===== src/rtl/reaction_controller.sv =====
//==============================================================================
// Module      : reaction_controller
// Description : Top-level sequencer for the reaction-timer game. A start press
//               clears the external ms timer, waits DELAY_MS, lights the GO
//               LED and runs the timer until the react press. It captures the
//               result, tracks the session best, and flags false starts
//               (press during the delay) and timeouts (no press in time).
// Ports       : clk_1ms      - 1 ms tick clock
//               reset        - async active-high reset, clears everything
//               btn_start    - synchronised start button level
//               btn_react    - synchronised react button level
//               time_elapsed - current count of the external timer
//               timer_clr    - one-cycle clear pulse to the timer
//               timer_start  - run enable to the timer
//               timer_stop   - stop/freeze request to the timer
//               led_go       - GO indicator
//               result       - last valid reaction time (ms)
//               result_valid - high while a fresh result is shown
//               best         - session minimum, all-ones means none yet
//               false_start  - high after a press during the delay
//               timeout      - high after no press within TIMEOUT_MS
// Revision    : 1.0 - initial release
//==============================================================================
`default_nettype none

module reaction_controller #(
  parameter int DELAY_MS   = 2000,
  parameter int TIMEOUT_MS = 9999,
  parameter int TW         = 24
) (
  input  logic          clk_1ms,
  input  logic          reset,
  input  logic          btn_start,
  input  logic          btn_react,
  input  logic [TW-1:0] time_elapsed,
  output logic          timer_clr,
  output logic          timer_start,
  output logic          timer_stop,
  output logic          led_go,
  output logic [TW-1:0] result,
  output logic          result_valid,
  output logic [TW-1:0] best,
  output logic          false_start,
  output logic          timeout
);

  localparam int          DW           = $clog2(DELAY_MS);
  localparam logic [DW-1:0] DELAY_LAST   = DW'(DELAY_MS - 1);
  localparam logic [TW-1:0] TIMEOUT_LAST = TW'(TIMEOUT_MS - 1);

  typedef enum logic [2:0] {
    IDLE = 3'd0,
    ARM  = 3'd1,
    GO   = 3'd2,
    DONE = 3'd3,
    FOUL = 3'd4,
    TMO  = 3'd5
  } state_t;

  state_t          state, state_d;
  logic            btn_start_q;
  logic [DW-1:0]   delay_cnt, delay_cnt_d;
  logic            timer_clr_d, timer_start_d, timer_stop_d, led_go_d;
  logic [TW-1:0]   result_d, best_d;
  logic            result_valid_d, false_start_d, timeout_d;
  logic            start_edge;

  assign start_edge = btn_start & ~btn_start_q;

  always_ff @(posedge clk_1ms or posedge reset) begin
    if (reset) begin
      state        <= IDLE;
      btn_start_q  <= 1'b0;
      delay_cnt    <= '0;
      timer_clr    <= 1'b0;
      timer_start  <= 1'b0;
      timer_stop   <= 1'b0;
      led_go       <= 1'b0;
      result       <= '0;
      result_valid <= 1'b0;
      best         <= '1;
      false_start  <= 1'b0;
      timeout      <= 1'b0;
    end else begin
      state        <= state_d;
      btn_start_q  <= btn_start;
      delay_cnt    <= delay_cnt_d;
      timer_clr    <= timer_clr_d;
      timer_start  <= timer_start_d;
      timer_stop   <= timer_stop_d;
      led_go       <= led_go_d;
      result       <= result_d;
      result_valid <= result_valid_d;
      best         <= best_d;
      false_start  <= false_start_d;
      timeout      <= timeout_d;
    end
  end

  always_comb begin
    // Everything holds by default; timer_clr is a single-cycle pulse.
    state_d        = state;
    delay_cnt_d    = delay_cnt;
    timer_clr_d    = 1'b0;
    timer_start_d  = timer_start;
    timer_stop_d   = timer_stop;
    led_go_d       = led_go;
    result_d       = result;
    result_valid_d = result_valid;
    best_d         = best;
    false_start_d  = false_start;
    timeout_d      = timeout;

    case (state)
      IDLE, DONE, FOUL, TMO: begin
        if (start_edge) begin
          state_d        = ARM;
          timer_clr_d    = 1'b1;
          delay_cnt_d    = '0;
          timer_start_d  = 1'b0;
          timer_stop_d   = 1'b0;
          led_go_d       = 1'b0;
          result_valid_d = 1'b0;
          false_start_d  = 1'b0;
          timeout_d      = 1'b0;
        end
      end

      ARM: begin
        led_go_d      = 1'b0;
        timer_start_d = 1'b0;
        // A press during the delay wins even on the terminal count cycle.
        if (btn_react) begin
          state_d       = FOUL;
          false_start_d = 1'b1;
        end else if (delay_cnt == DELAY_LAST) begin
          // Counter is left at its terminal value so it never wraps.
          state_d       = GO;
          led_go_d      = 1'b1;
          timer_start_d = 1'b1;
          timer_stop_d  = 1'b0;
        end else begin
          delay_cnt_d = delay_cnt + 1'b1;
        end
      end

      GO: begin
        // A press on the same cycle as the timeout threshold still counts.
        if (btn_react) begin
          state_d        = DONE;
          result_d       = time_elapsed;
          result_valid_d = 1'b1;
          timer_start_d  = 1'b0;
          timer_stop_d   = 1'b1;
          led_go_d       = 1'b0;
          if (time_elapsed < best) begin
            best_d = time_elapsed;
          end
        end else if (time_elapsed >= TIMEOUT_LAST) begin
          state_d       = TMO;
          timeout_d     = 1'b1;
          timer_start_d = 1'b0;
          timer_stop_d  = 1'b1;
          led_go_d      = 1'b0;
        end
      end

      default: begin
        state_d = IDLE;
      end
    endcase
  end

endmodule

`default_nettype wire

===== config.mk =====
export PLATFORM = sky130hd
export DESIGN_NAME = reaction_controller
export DESIGN_NICKNAME = d
export VERILOG_FILES = /design/src/rtl/reaction_controller.sv
export SDC_FILE = /design/constraint.sdc
export NUM_CORES = 1
export LEC_CHECK = 0
export ABC_AREA = 1
export BUFFER_PORTS_ARGS = -buffer_cell sky130_fd_sc_hd__buf_4
export CAP_MARGIN = 10
export CORE_MARGIN = 4
export CORE_UTILIZATION = 36
export CTS_CLUSTER_SIZE = 20
export DETAILED_ROUTE_END_ITERATION = 12
export PLACE_DENSITY_LB_ADDON = 0.25
export SETUP_SLACK_MARGIN = 0.4
export SLEW_MARGIN = 5
export SYNTH_ARGS = -nofsm -noshare
export SYNTH_HDL_FRONTEND = slang
export SYNTH_SLANG_ARGS = --single-unit

===== constraint.sdc =====
create_clock -name clk_1ms -period 2.15 [get_ports clk_1ms]
set_input_delay 0.215 -clock clk_1ms [delete_from_list [all_inputs] [get_ports clk_1ms]]
set_output_delay 0.215 -clock clk_1ms [all_outputs]
set_load 0.1 [all_outputs]

* After elaboration in Yosys (flattened, before gate mapping) *
Cells that the tools add are included.

word-level totals
  bits in registers = 69
  input bits = 28
  output and inout bits = 55
  logic and storage cells = 74

cells by class
  $add $sub $neg = 1
  order comparisons = 2
  equality and inequality tests = 16
  mux-type cells = 28
  bitwise logic cells = 2
  reductions and logical operators = 14

operators with widths
  cell                   number
  $mux 11                3
  $ge 24x14->1 const B   1
  $lt 24x24->1           1
  $pmux 11 s2            1
  $ne 2x2->1 const B     8
  $mux 3                 5
  $reduce_and 3->1       5
  $mux 1                 13
  $add 11x1->11 const B  1
  $eq 11x11->1 const B   1
  $pmux 3 s3             1
  $reduce_and 4->1       2
  $eq 3x2->1 const B     2
  $eq 3x3->1 const B     2
  $ne 3x3->1 const B     2
  $pmux 1 s2             3
  $pmux 1 s3             2
  $reduce_and 5->1       1
  $reduce_bool 2->1      2
  $reduce_or 4->1        1
  $eq 3x1->1 const B     1
  $logic_not 3->1        1
  $reduce_bool 3->1      1
  $reduce_and 2->1       1
  other kinds (2)        2

* Logic depth before layout (Yosys ltp) *
  depth in word-level cells = 4
  gate-level depth with buffers = 13
  mapped depth without buffers = 12

* Least setup slack after synthesis *
OpenSTA, ideal clock, no wires.

  path kind = reg-to-reg
  start point = reg best[5]
  end point = reg best[0]
  setup time = 62 ps
  data arrival time = 2,212 ps
  required time = 2,088 ps
  slack = -124 ps
  stages on the path, launching flop included = 11
  buffers on the path = 1
  period minus slack after synthesis = 2,274 ps
  cell sequence = dfstp_2 -> inv_1 -> ha_1 -> a21oi_1 -> nor2_1 -> nor3_1 -> nand2_1 -> nand2_1 -> clkbuf_1 -> nand4_1 -> nand2_1

on the way
  word-level cells in the longest chain between the ends = 2

RTL lines
  item                        RTL line  RTL
  from (decl)                 42        output logic [TW-1:0] best,
  from (signal assigned)      94        best <= best_d;
  $lt 24x24->1                156       if (time_elapsed < best) begin
  $reduce_and 3->1 (no line)  -

Every way passes these cells.
A chain may end at the register's enable or synchronous reset.

* Worst setup path after layout *
  start point = reg best[9]
  end point = reg best[14]

The elaborated chain is that of the path after synthesis.

==> run metrics <==
ANT cells 0; top_reg_cell synth dfrtp_1; H-Tree Depth 3; finished layout cell area 0.00556 mm2; GRT overflow 0; vias in the first global route 3738; synth warn 0; ys async rst share 100%; Initial DRC Count 199; Final Hold Fails 0; CP most frequent cell nand2_1; post-synth top area cell dfrtp_1; TNS Setup 0 ns; Hold Slack 0.103 ns; WP buf/inv 3; All-Layer GR Usage 18.5%; # DRC 0; outcome complete, no violations; slew margin rel. 58.7%; max_cap viols 0; crit-path max FO 9; P&R area growth vs syn 43.3%; drt wl/cell 15.4 um; die width between 100 and 150 um; Post-Place Cell Area ~0.0048 mm2; antenna viol nets, final 0; first-pass GRT wire length 18.8 mm; #FFs+latches synth 69; Die ar. 0.0125 mm2; Clock Path Buffers 2; Critical Path RT about 2.4 ns; Worst path slowest cell dfstp_4; Routed WL ~11 mm; via/cell ratio about 4.9; CP delay by family, top flip-flops; drt pass-1 iters 4; mean area per synthesized cell 8.05 um2; # placed instances 692; Setup crit end kind register; CTS Buf Count 9; Setup violations, final 0; critical path launch point type register; Finished Layout Cells 742; top cells by count, synth 175 x nand2_1, 48 x inv_1, 45 x dfrtp_1; Clock Latency Late Sink 0.35 ns; Starting Density 37.2%; Core ar. about 0.010 mm2; via count 3624; Worst-path clk slew roughly 0.080 ns; Cell variety after synth 36; Yosys top cell area share 29.0%; Max Fclk 503 MHz; post-synthesis cell area 0.00388 mm2; Critical Path, Cell by Cell inv_1, ha_1, a21oi_1, o21ai_0, nand2_1, nand2_1, nand2_4, buf_4, buf_16, nand4_1, nand2_1; syn nets ~530; Root Buffer clkbuf_8; RSZ-0062 raised after global routing true; Synth area leaders dfrtp_1 29%, nand2_1 17%, dfstp_2 16%, ha_1 7.7%, nand4_1 5.3%; worst clock skew 0.0101 ns; Top Ports 83; row count 37; top-count cell post-synth nand2_1; gp weighted congestion ~0.88; Max Slew Vio Count 0; dpl hpwl between 7 and 8 mm; Min-Delay Path Class input port to register; die height 112 um; crit path DAT between 2 and 2.5 ns; antenna violations before repair 0; CTS tree done; instance count of the mapped netlist 482; Post-synth EDFFs 0; sequential share of the synthesized area 45.3%; largest net degree at the start of global routing between 40 and 50; layout cells sized above 1 38.4%; Worst-Margin Slew between 0.6 and 0.7 ns; Setup Crit Path Kind register to register; port bufs 82; CTS sink cnt slightly below 70; crit-path max cell delay 0.63 ns; layout net count 653; Final period util 92.5%; Period minus WS final 1.99 ns
## routing by layer
metal	share of wire, %	vias to the layer above	routed length, um	track usage, %
met5	0	-	0	0
met1	43	1749	4880	23.3
met4	1.0	0	119	4.22
met3	4.8	10	546	5.00
met2	52	76	5910	31.7
li1	-	1789	-	-
## per-stage QoR
stage / setup slack (ns) / utilization, %
floorplan: 0.137 / -
global placement: 0.148 / 46.2
detailed placement: 0.0884 / 46.2
CTS: 0.208 / 52.7
global route: 0.0789 / 53.3
finish: 0.162 / 53.3
## flip-flops by register name, indices dropped and copies added, names as in the netlist, 3 cells and up
signal     flops
result        24
delay_cnt     11
best          24
state          3
## what timing repair did
item	CTS	global route
hold buffers	2	0
cloned	7	1
pin swaps	42	9
setup buffers	21	3
gates resized for setup	46	9
setup endpoints to repair	34	48
hold endpoints to repair	27	0
## final cells by class
| type | count | area, um2 |
|---|---|---|
| Clock buffer | 15 | 176 |
| Fill cell | 964 | 4860 |
| Inverter | 56 | 228 |
| Timing Repair inverter | 1 | 5.00 |
| Timing Repair Buffer | 120 | 1030 |
| Sequential cell | 69 | 1840 |
| Clock inverter | 1 | 5.00 |
| Tap cell | 136 | 170 |
| Multi-Input combinational cell | 344 | 2100 |
## logic make-up (layout without fill, tap and decap cells)
kind of cell,Yosys count,in the layout,share of synthesized area (%)
compound gates,33,33,5.45
simple gates,276,279,31.6
xor+xnor,8,8,1.81
fa+ha+maj,24,24,7.74
buf+inv,72,193,8.13
flops,69,69,45.3
## layout by cell type, fill, tap and decap left out, types with 2 or more instances in the layout
| cell | Yosys | routed |
|---|---|---|
| o21ai_2 | 6 | 7 |
| clkbuf_1 | 7 | 3 |
| buf_12 | 0 | 4 |
| buf_4 | 4 | 103 |
| nand2_4 | 2 | 4 |
| nand3_1 | 13 | 12 |
| o21ai_1 | 3 | 2 |
| nand2_1 | 175 | 167 |
| nor2_2 | 4 | 4 |
| dfrtp_1 | 45 | 44 |
| xor2_1 | 6 | 6 |
| nand3_4 | 1 | 4 |
| buf_16 | 0 | 2 |
| nand2_2 | 1 | 7 |
| dfstp_4 | 0 | 22 |
| ha_1 | 24 | 13 |
| buf_6 | 3 | 8 |
| inv_1 | 48 | 35 |
| a21oi_1 | 10 | 6 |
| nor2_1 | 34 | 30 |
| inv_4 | 2 | 2 |
| inv_2 | 6 | 16 |
| dlygate4sd3_1 | 0 | 2 |
| nand3_2 | 2 | 3 |
| clkinvlp_4 | 0 | 2 |
| nand4_1 | 33 | 33 |
| nor2_4 | 2 | 6 |
| dfstp_2 | 24 | 2 |
| o21ai_0 | 8 | 8 |
| a21oi_2 | 1 | 4 |
| clkbuf_8 | 0 | 12 |
| ha_4 | 0 | 10 |
| xnor2_1 | 2 | 2 |
| nor3_1 | 6 | 6 |
## path summary, 6_finish.rpt
check	slack (ns)	depth (start not counted)	startpoint	end
max in group asynchronous	0.96	4	reset	best[8]
setup / recovery	0.16	11	best[9]	best[14]
hold / removal	0.10	2	btn_react	timeout
min in group asynchronous	0.50	3	reset	delay_cnt[8]
setup reg to reg	0.16	11	best[9]	best[14]
hold reg to reg	0.48	2	best[0]	best[0]
Power is not shown: default switching activity piles up to over one toggle a cycle in this logic, so the estimate is an artifact.
